## config.mk

```make
export PLATFORM = sky130hd
export DESIGN_NAME = pc_sequencer
export DESIGN_NICKNAME = d
export VERILOG_FILES = /design/src/rtl/pc_sequencer_pkg.sv /design/src/rtl/pc_ras.sv /design/src/rtl/pc_sequencer.sv
export SDC_FILE = /design/constraint.sdc
export NUM_CORES = 1
export LEC_CHECK = 0
export CORE_ASPECT_RATIO = 0.6
export CORE_MARGIN = 1
export CORE_UTILIZATION = 30
export CTS_BUF_LIST = sky130_fd_sc_hd__clkbuf_8 sky130_fd_sc_hd__clkbuf_16
export DETAILED_ROUTE_END_ITERATION = 7
export PLACE_DENSITY_LB_ADDON = 0.08
export SETUP_SLACK_MARGIN = 0.5
export SKIP_CTS_REPAIR_TIMING = 1
export SYNTH_ARGS = -nofsm -noshare
export SYNTH_HDL_FRONTEND = slang
export SYNTH_SLANG_ARGS = --single-unit
export TNS_END_PERCENT = 100
```

## constraint.sdc

```tcl
create_clock -name clk -period 6.6 [get_ports clk]
set_input_delay 0.99 -clock clk [delete_from_list [all_inputs] [get_ports clk]]
set_output_delay 0.99 -clock clk [all_outputs]
set_load 0.02 [all_outputs]
```

## src/rtl/pc_sequencer_pkg.sv

```systemverilog
// Shared definitions for the program-counter unit: jump-field encoding
// and the default reset/trap vectors.
package pc_sequencer_pkg;

  // Encoding of the 2-bit jump selector driven by the controller.
  typedef enum logic [1:0] {
    JMP_SEQ  = 2'd0,  // sequential or branch
    JMP_PAGE = 2'd1,  // page-absolute: upper PC bits kept, low bits from ins
    JMP_RM   = 2'd2,  // register-indirect through rm
    JMP_RD   = 2'd3   // register-indirect through rd
  } jump_e;

  localparam logic [15:0] DEF_RESET_VEC = 16'h0000;
  localparam logic [15:0] DEF_TRAP_VEC  = 16'h0004;

endpackage

```

## src/rtl/pc_ras.sv

```systemverilog
// Circular return-address stack. A push onto a full stack overwrites the
// oldest entry. Push+pop together replaces the top entry, or acts as a
// plain push when the stack is empty. A pop from an empty stack leaves the
// pointer alone and raises a one-cycle underflow pulse.
module pc_ras #(
  parameter int XLEN      = 16,
  parameter int RAS_DEPTH = 4
) (
  input  logic            clk,
  input  logic            rst,
  input  logic            en,
  input  logic            push,
  input  logic            pop,
  input  logic [XLEN-1:0] push_data,
  output logic [XLEN-1:0] top,
  output logic            empty,
  output logic            full,
  output logic            uflow
);

  localparam int PW = (RAS_DEPTH > 1) ? $clog2(RAS_DEPTH) : 1;
  localparam int CW = $clog2(RAS_DEPTH + 1);
  localparam logic [PW-1:0] ONE_P   = PW'(1'b1);
  localparam logic [CW-1:0] ONE_C   = CW'(1'b1);
  localparam logic [CW-1:0] ZERO_C  = CW'(1'b0);
  localparam logic [CW-1:0] DEPTH_C = CW'(RAS_DEPTH);

  logic [XLEN-1:0] mem [RAS_DEPTH];
  logic [PW-1:0]   sp_r;       // next free slot; wraps naturally (power-of-two depth)
  logic [PW-1:0]   sp_s;
  logic [PW-1:0]   wr_idx_s;
  logic [CW-1:0]   count_r;
  logic [CW-1:0]   count_s;
  logic            wr_en_s;
  logic            uflow_s;
  logic            is_empty_s;

  assign is_empty_s = (count_r == ZERO_C);
  assign top        = mem[sp_r - ONE_P];

  // Next pointer/count, write slot and underflow detection for this commit.
  always_comb begin
    sp_s     = sp_r;
    count_s  = count_r;
    wr_en_s  = 1'b0;
    wr_idx_s = sp_r;
    uflow_s  = 1'b0;
    if (en && push && pop) begin
      wr_en_s = 1'b1;
      if (is_empty_s) begin
        sp_s    = sp_r + ONE_P;
        count_s = count_r + ONE_C;
        uflow_s = 1'b1;
      end else begin
        wr_idx_s = sp_r - ONE_P;
      end
    end else if (en && push) begin
      wr_en_s = 1'b1;
      sp_s    = sp_r + ONE_P;
      if (count_r == DEPTH_C) begin
        count_s = count_r;
      end else begin
        count_s = count_r + ONE_C;
      end
    end else if (en && pop) begin
      if (is_empty_s) begin
        uflow_s = 1'b1;
      end else begin
        sp_s    = sp_r - ONE_P;
        count_s = count_r - ONE_C;
      end
    end else begin
      wr_en_s = 1'b0;
    end
  end

  // Pointer, occupancy and registered status flags.
  always_ff @(posedge clk) begin
    if (rst) begin
      sp_r    <= {PW{1'b0}};
      count_r <= ZERO_C;
      empty   <= 1'b1;
      full    <= 1'b0;
      uflow   <= 1'b0;
    end else begin
      sp_r    <= sp_s;
      count_r <= count_s;
      empty   <= (count_s == ZERO_C);
      full    <= (count_s == DEPTH_C);
      uflow   <= uflow_s;
    end
  end

  // Entry storage; contents are not cleared by reset.
  always_ff @(posedge clk) begin
    if (wr_en_s && !rst) begin
      mem[wr_idx_s] <= push_data;
    end
  end

endmodule

```

## src/rtl/pc_sequencer.sv

```systemverilog
// Program-counter unit: owns pc/epc, selects the next PC from the control
// inputs and drives the return-address stack for call/return.
module pc_sequencer
  import pc_sequencer_pkg::*;
#(
  parameter int              XLEN      = 16,
  parameter int              BOFF_W    = 8,
  parameter int              JIMM_W    = 11,   // BOFF_W <= JIMM_W < XLEN
  parameter int              RAS_DEPTH = 4,
  parameter logic [XLEN-1:0] RESET_VEC = XLEN'(DEF_RESET_VEC),
  parameter logic [XLEN-1:0] TRAP_VEC  = XLEN'(DEF_TRAP_VEC)
) (
  input  logic              clk,
  input  logic              rst,
  input  logic              pc_en,
  input  logic [JIMM_W-1:0] ins,
  input  logic              branch,
  input  logic [1:0]        jump,
  input  logic              call,
  input  logic              ret,
  input  logic              trap,
  input  logic [XLEN-1:0]   rm,
  input  logic [XLEN-1:0]   rd,
  output logic [XLEN-1:0]   pc,
  output logic [XLEN-1:0]   pc_plus1,
  output logic [XLEN-1:0]   next_pc,
  output logic [XLEN-1:0]   epc,
  output logic              ras_empty,
  output logic              ras_full,
  output logic              ras_uflow
);

  logic [XLEN-1:0] ras_top_s;
  logic [XLEN-1:0] boff_s;
  logic [XLEN-1:0] page_tgt_s;
  logic            ras_push_s;
  logic            ras_pop_s;

  assign pc_plus1   = pc + {{(XLEN-1){1'b0}}, 1'b1};
  assign boff_s     = {{(XLEN-BOFF_W){ins[BOFF_W-1]}}, ins[BOFF_W-1:0]};
  assign page_tgt_s = {pc[XLEN-1:JIMM_W], ins};

  // A trap suppresses any stack activity requested in the same commit.
  assign ras_push_s = call && !trap;
  assign ras_pop_s  = ret && !trap;

  // Target selection: trap > ret > jump > branch > sequential.
  always_comb begin
    next_pc = pc_plus1;
    if (trap) begin
      next_pc = TRAP_VEC;
    end else if (ret) begin
      if (ras_empty) begin
        next_pc = rm;
      end else begin
        next_pc = ras_top_s;
      end
    end else begin
      case (jump)
        JMP_PAGE: next_pc = page_tgt_s;
        JMP_RM:   next_pc = rm;
        JMP_RD:   next_pc = rd;
        JMP_SEQ:  next_pc = branch ? (pc + boff_s) : pc_plus1;
        default:  next_pc = pc_plus1;
      endcase
    end
  end

  // Architectural PC and exception PC commit.
  always_ff @(posedge clk) begin
    if (rst) begin
      pc  <= RESET_VEC;
      epc <= {XLEN{1'b0}};
    end else if (pc_en) begin
      pc <= next_pc;
      if (trap) begin
        epc <= pc;
      end
    end
  end

  pc_ras #(
    .XLEN      (XLEN),
    .RAS_DEPTH (RAS_DEPTH)
  ) u_ras (
    .clk       (clk),
    .rst       (rst),
    .en        (pc_en),
    .push      (ras_push_s),
    .pop       (ras_pop_s),
    .push_data (pc_plus1),
    .top       (ras_top_s),
    .empty     (ras_empty),
    .full      (ras_full),
    .uflow     (ras_uflow)
  );

endmodule

```

==> flow_summary.ini, run 1 <==
[status]
status = finished, final reports clean

[detailed_routing]
ant_nets = 0
vias = 5309
vias_per_cell = 5.485
routed_wl_um = 21860
drtIter0Drc = 453
drc = 0
drtPass1Iterations = 4
wl_per_cell_um = 22.58

[critical_path]
worstPathRequired_ps = 5610
crit_slowest_cell = clkdlybuf4s50_1
cp_top_family = simple AND/OR/NAND/NOR gates
crit_top_cell = clkdlybuf4s50_1
critPathMaxStageDelay_ps = 690
arrival_ps = 4360
r2r_end = pc[13]
worst_setup_path_end_kind = output port
critPathLaunch = ins[7]
worstRegToRegCells = 6
critPathKind = in2out
worst-path-buf-inv = 2
crit_path_cell_trace = clkdlybuf4s50_1, ha_1, nand4_1, or3_1, or4_1, o41ai_1, a221o_1, nor2_1, clkdlybuf4s50_1
r2r_slack_ps = 3610
crit-reg2reg-launch = pc[5]
start_kind = input pin
path_max_fanout = 10

[power_and_ir_drop]
p_leak_uw = 0.002861
peakVddDrop_uv = 127.9
power.density_nw_per_um2 = 208.0
total_power_uw = 1635

[worst_hold_path]
whs_path_depth = 2
min_path_type = reg2reg
hold_start = epc[10]
min_to = epc[10]

[placement]
dp_hpwl_um = 16550
postPlaceCellArea_um2 = 7557
gp_congestion = 0.9093
portBuffers = 118

[layout]
drive_above_1_share_pct = 8.547
antenna-diode-count = 0
register_area_um2 = 2723
syn_to_final_growth_pct = 28.78
nNetsFinal = 769
design_area_um2 = 7861
fillers = 1899
multi_input_area_um2 = 3159

[sta]
tns_ps = 0
worst-slew-pin-transition_ps = 1093
slew_violations = 0
max_slew_margin_pct = 27.03
max_freq_mhz = 186.8
period_needed_ps = 5353
hold_viol = 0
setup_viol_count_final = 0
rsz0062_at_grt = false
skew_ps = 7.641
post-route-period-util_pct = 81.11

[die]
initial_utilization_pct = 31.35
rows = 39
io_pins = 119
die_x_um = 186.2
core_area_um2 = 19470
die_area_um2 = 20940
fp.dieH_um = 112.5

[logic_synthesis]
ys_top_cells_by_area = edfxtp_1 31%, dfxtp_1 13%, mux4_2 7.0%, nand2_1 4.4%, ha_1 3.9%
async_flop_share_pct = 0
syn_area_um2 = 6105
synth-compound-area-share_pct = 16.09
ys_types = 69
ys.flop_type = edfxtp_1
synth_edf_count = 64
postSynthCellCount = 592
synth_top_family_by_area = compound AO/OA/AOI/OAI gates
ys_seq_area_share_pct = 44.60
postSynthAreaPerCell_um2 = 10.31
synth_largest_area_cell = edfxtp_1
synth-xor-area-share_pct = 3.730
syn_nets = 664
synthMuxAreaShare_pct = 12.26
yosys_warnings = 0
synth_seq_cells = 104
synth_top_area_share_pct = 31.48
synthAdderAreaFrac_pct = 4.222
synth-simple-area-share_pct = 15.41

[global_route]
antenna_found_initial = 0
grt_max_degree = 43
grt-ovfl-total = 0
grt_pass1_vias = 5218
gr-usage-all-layers_pct = 21.59
grt_first_pass_wirelength_um = 32860

[clock_tree]
cts_root_buf = clkbuf_16
cts_max_level = 3
cts_tree = yes
clockBufferDepth = 2
clock-sinks = 104
clk_pin_slew_ps = 80
clk_latency_ps = 360
cts_inserted_buffers = 9

[run]
maxCapViolations = 0
## worst max path at each step
stage	endpoint	cells after the start
floorplan	next_pc[10]	8
global placement	next_pc[13]	9
detailed placement	next_pc[13]	9
CTS	next_pc[10]	8
global route	next_pc[13]	9
finish	next_pc[13]	9
## where the power goes
part	total, uW	switching, uW	leakage (uW)	internal [uW]
Clock	561	255	0.000155	306
Sequential	727	25.1	0.000918	702
Combinational	347	196	0.00179	150
## area by class of cell
| cell class | instances | share of cell area, % |
|---|---|---|
| clock buffers | 10 | 3.040 |
| flip-flops and latches | 104 | 34.63 |
| inverters | 17 | 0.8117 |
| well taps | 266 | 4.234 |
| clock inverters | 6 | 0.8276 |
| multi-input cells | 434 | 40.19 |
| repair buffers | 131 | 16.27 |
## layer usage
layer | global-route usage (%) | share of wire [%] | up-vias
li1 | - | - | 2448
met1 | 32.19 | 49 | 2632
met2 | 31.62 | 42 | 213
met3 | 4.802 | 7.4 | 16
met4 | 4.645 | 1.3 | 0
met5 | 0 | 0 | -
## kinds of logic after synthesis
kind of cell / after synthesis
simple gates: 196
compound gates: 142
flops: 104
buf+inv: 54
mux: 50
xor+xnor: 26
fa+ha+maj: 20
## cells in the mapped netlist (all sizes together), types with 8 or more instances
library cell / n
a211oi: 8
a21o: 14
a21oi: 42
a221oi: 8
buf: 22
clkbuf: 15
dfxtp: 40
edfxtp: 64
ha: 19
inv: 15
mux2: 8
mux2i: 23
mux4: 19
nand2: 72
nand2b: 11
nand3: 13
nand4: 9
nor2: 50
nor3: 11
o21ai: 17
xnor2: 14
xor2: 12
## worst min-delay path, cell delays in order (launching register included)
cell     delay, ps
dfxtp_1        310
nand2_1         50
a21oi_1         50
## sequential cells by signal, indices dropped and copies added, names as in the netlist
| register | flops |
|---|---|
| epc | 16 |
| pc | 16 |
| u_ras.count_r | 3 |
| u_ras.empty | 1 |
| u_ras.full | 1 |
| u_ras.mem | 64 |
| u_ras.sp_r | 2 |
| u_ras.uflow | 1 |
## layout by cell type (no fill, tap or decap), types with 12 or more instances in the layout
cell type,synthesis,final
mux2i_1,23,23
a21o_1,14,14
buf_4,1,13
clkdlybuf4s50_1,0,118
nand2_1,72,72
nand3_1,13,13
xnor2_1,14,14
dfxtp_1,40,40
o21ai_0,13,13
ha_1,19,19
mux4_2,19,19
edfxtp_1,64,64
inv_1,15,16
nor2_1,50,49
xor2_1,12,12
a21oi_1,42,42
## per-stage QoR
| stage | cells | setup slack [ps] | util [%] | hold slack (ps) |
|---|---|---|---|---|
| final | 968 | 1247 | 40.38 | 455.9 |
| after detailed placement | 952 | 1308 | 38.82 | 447.2 |
| after floorplan | 592 | 2737 | - | 534.5 |
| after global placement | 952 | 1291 | 38.82 | 442.4 |
| after global routing | 968 | 1103 | 40.38 | 475.0 |
| after CTS | 968 | 1286 | 40.38 | 458.1 |
No activity file was read; power rests on OpenSTA's default activity.
==> run 2, diff against run 1 <==
clock period = 4.4 ns   (was 6.6 ns; I/O delays follow)
==> run 2 against run 1 <==
  * Sequential power grew 51%
  * Die area is the same
  * First-iteration DRC count grew 18%
  * Critical endpoint unchanged
  * Combinational power grew 61%
  * Critical path type unchanged
  * Worst hold slack gained 1.2 ps
  * Largest power group unchanged
  * Global-route usage grew 0.19 points
==> flow_summary.ini, run 2 (synthesis gave the netlist of run 1 again) <==
[critical_path]
worstPathRequired_ps = 3740
arrival_ps = 3260
start_kind = input pin
critPathMaxStageDelay_ps = 470
worst_setup_path_end_kind = output port
crit_slowest_cell = or4_1
crit_path_cell_trace = clkdlybuf4s50_1, buf_4, ha_1, nand4_1, or3_1, or4_1, o41ai_1, a221o_1, nor2_1, dlymetal6s2s_1
critPathKind = in2out
path_max_fanout = 10

[layout]
top_regs = u_ras.mem x64, epc x16, pc x16
antenna-diode-count = 0
register_area_um2 = 2725
layout_common_cells = 102 x clkdlybuf4s50_1, 72 x nand2_1, 64 x edfxtp_1
final_cells = 1008
top_register = u_ras.mem
drive_above_1_share_pct = 16.31
syn_to_final_growth_pct = 35.70
fillers = 1908
mostFrequentLayoutCell = clkdlybuf4s50_1
largest_reg_flops = 64
multi_input_area_um2 = 3249
finish.utilization_pct = 42.55
nNetsFinal = 809

[global_route]
grt_pass1_vias = 5463
antenna_found_initial = 0
grt_max_degree = 39
grt_first_pass_wirelength_um = 33470
grt-ovfl-total = 0
gr-usage-all-layers_pct = 21.78

[run]
maxCapViolations = 0

[sta]
rsz0062_at_grt = true
tns_ps = 0
hold_viol = 0
setup_viol_count_final = 0
max_slew_margin_pct = 40.35
worst-slew-pin-transition_ps = 893.5
max_freq_mhz = 255.0
skew_ps = 10.89
post-route-period-util_pct = 89.12
holdWs_ps = 457.2
period_needed_ps = 3921
slew_violations = 0

[placement]
placed_cells = 991
dp_hpwl_um = 17000
gp_congestion = 0.9335
portBuffers = 118

[power_and_ir_drop]
pwr-share-seq_pct = 43.5
combPwrFrac_pct = 22.3
total_power_uw = 2516
peakVddDrop_uv = 197.0
p_int_uw = 1783
p_leak_uw = 0.003234
switching_share_pct = 29.13
power.net_switching_uw = 732.7
power.density_nw_per_um2 = 303.7
clkPwrFrac_pct = 34.2

[detailed_routing]
routed_wl_um = 22290
vias = 5468
drtIter0Drc = 535
drc = 0
drtPass1Iterations = 5
vias_per_cell = 5.425
wl_per_cell_um = 22.11
ant_nets = 0

[clock_tree]
clk_latency_ps = 360
cts_max_level = 3
clk_pin_slew_ps = 80
clock-sinks = 104
clockBufferDepth = 2
cts_root_buf = clkbuf_16
cts_inserted_buffers = 9
cts_tree = yes

[die]
rows = 39
fp.dieH_um = 112.5
die_area_um2 = 20940
core_area_um2 = 19470
die_x_um = 186.2
io_pins = 119
initial_utilization_pct = 31.35

[status]
status = finished, final reports clean

[worst_hold_path]
min_path_type = reg2reg
## run 2: cell count changes in the layout (fill, tap and decap cells not counted), moves of 4 or more
cell             change
buf_4               +40
clkdlybuf4s50_1     -16
dlymetal6s2s_1      +11
clkbuf_2             +4
## run 2: layer usage
layer | global-route usage, % | vias to the layer above | part of all wire [%]
met3 | 6.457 | 23 | 8.6
met4 | 3.661 | 0 | 1.0
li1 | - | 2518 | -
met1 | 32.22 | 2683 | 49
met5 | 0 | - | 0
met2 | 31.37 | 244 | 41
## run 2: worst paths after layout
path / from / to / slack [ps] / depth (start not counted)
worst max-delay path: ins[7] / next_pc[13] / 480 / 10
worst min-delay path: epc[5] / epc[5] / 460 / 2
worst max register to register: pc[4] / pc[13] / 1700 / 8
worst min register to register: epc[5] / epc[5] / 460 / 2
## run 2: through the flow
step                      setup WS [ps]  area [um^2]
after floorplan                    1121         6105
after global placement           -13.36         7860
final                             478.9         8284
after global routing              317.2         8284
after detailed placement          3.250         7860
after CTS                        -15.56         8173
## run 2: critical path, delay by kind of cell
kind,cells,cell delay [ps]
AND/OR/NAND/NOR,4,1160
buffers and inverters,3,780
adder cells (fa/ha/maj),1,380
AO/OA/AOI/OAI,2,270
## run 2: power groups by stage
stage          sequential [uW]  combinational, uW  clock, uW
3_3_place_gp              1120                546          0
3_5_place_dp              1120                544          0
6_report                  1100                560        861
5_1_grt                   1100                600        919
2_1_floorplan             1110                288          0
4_1_cts                   1100                547        883
## run 2: final cells by class
class,instances,share of cell area [%]
clock buffers,11,3.051
clock inverters,5,0.7250
inverters,17,0.8156
multi-input cells,434,39.22
flip-flops and latches,104,32.90
well taps,266,4.018
repair buffers,171,19.27
==> run 3, diff against run 2 <==
TNS_END_PERCENT = default   (was 100)
==> results of run 3 <==
The final DEF is identical to that of run 2; final timing and power are the same.
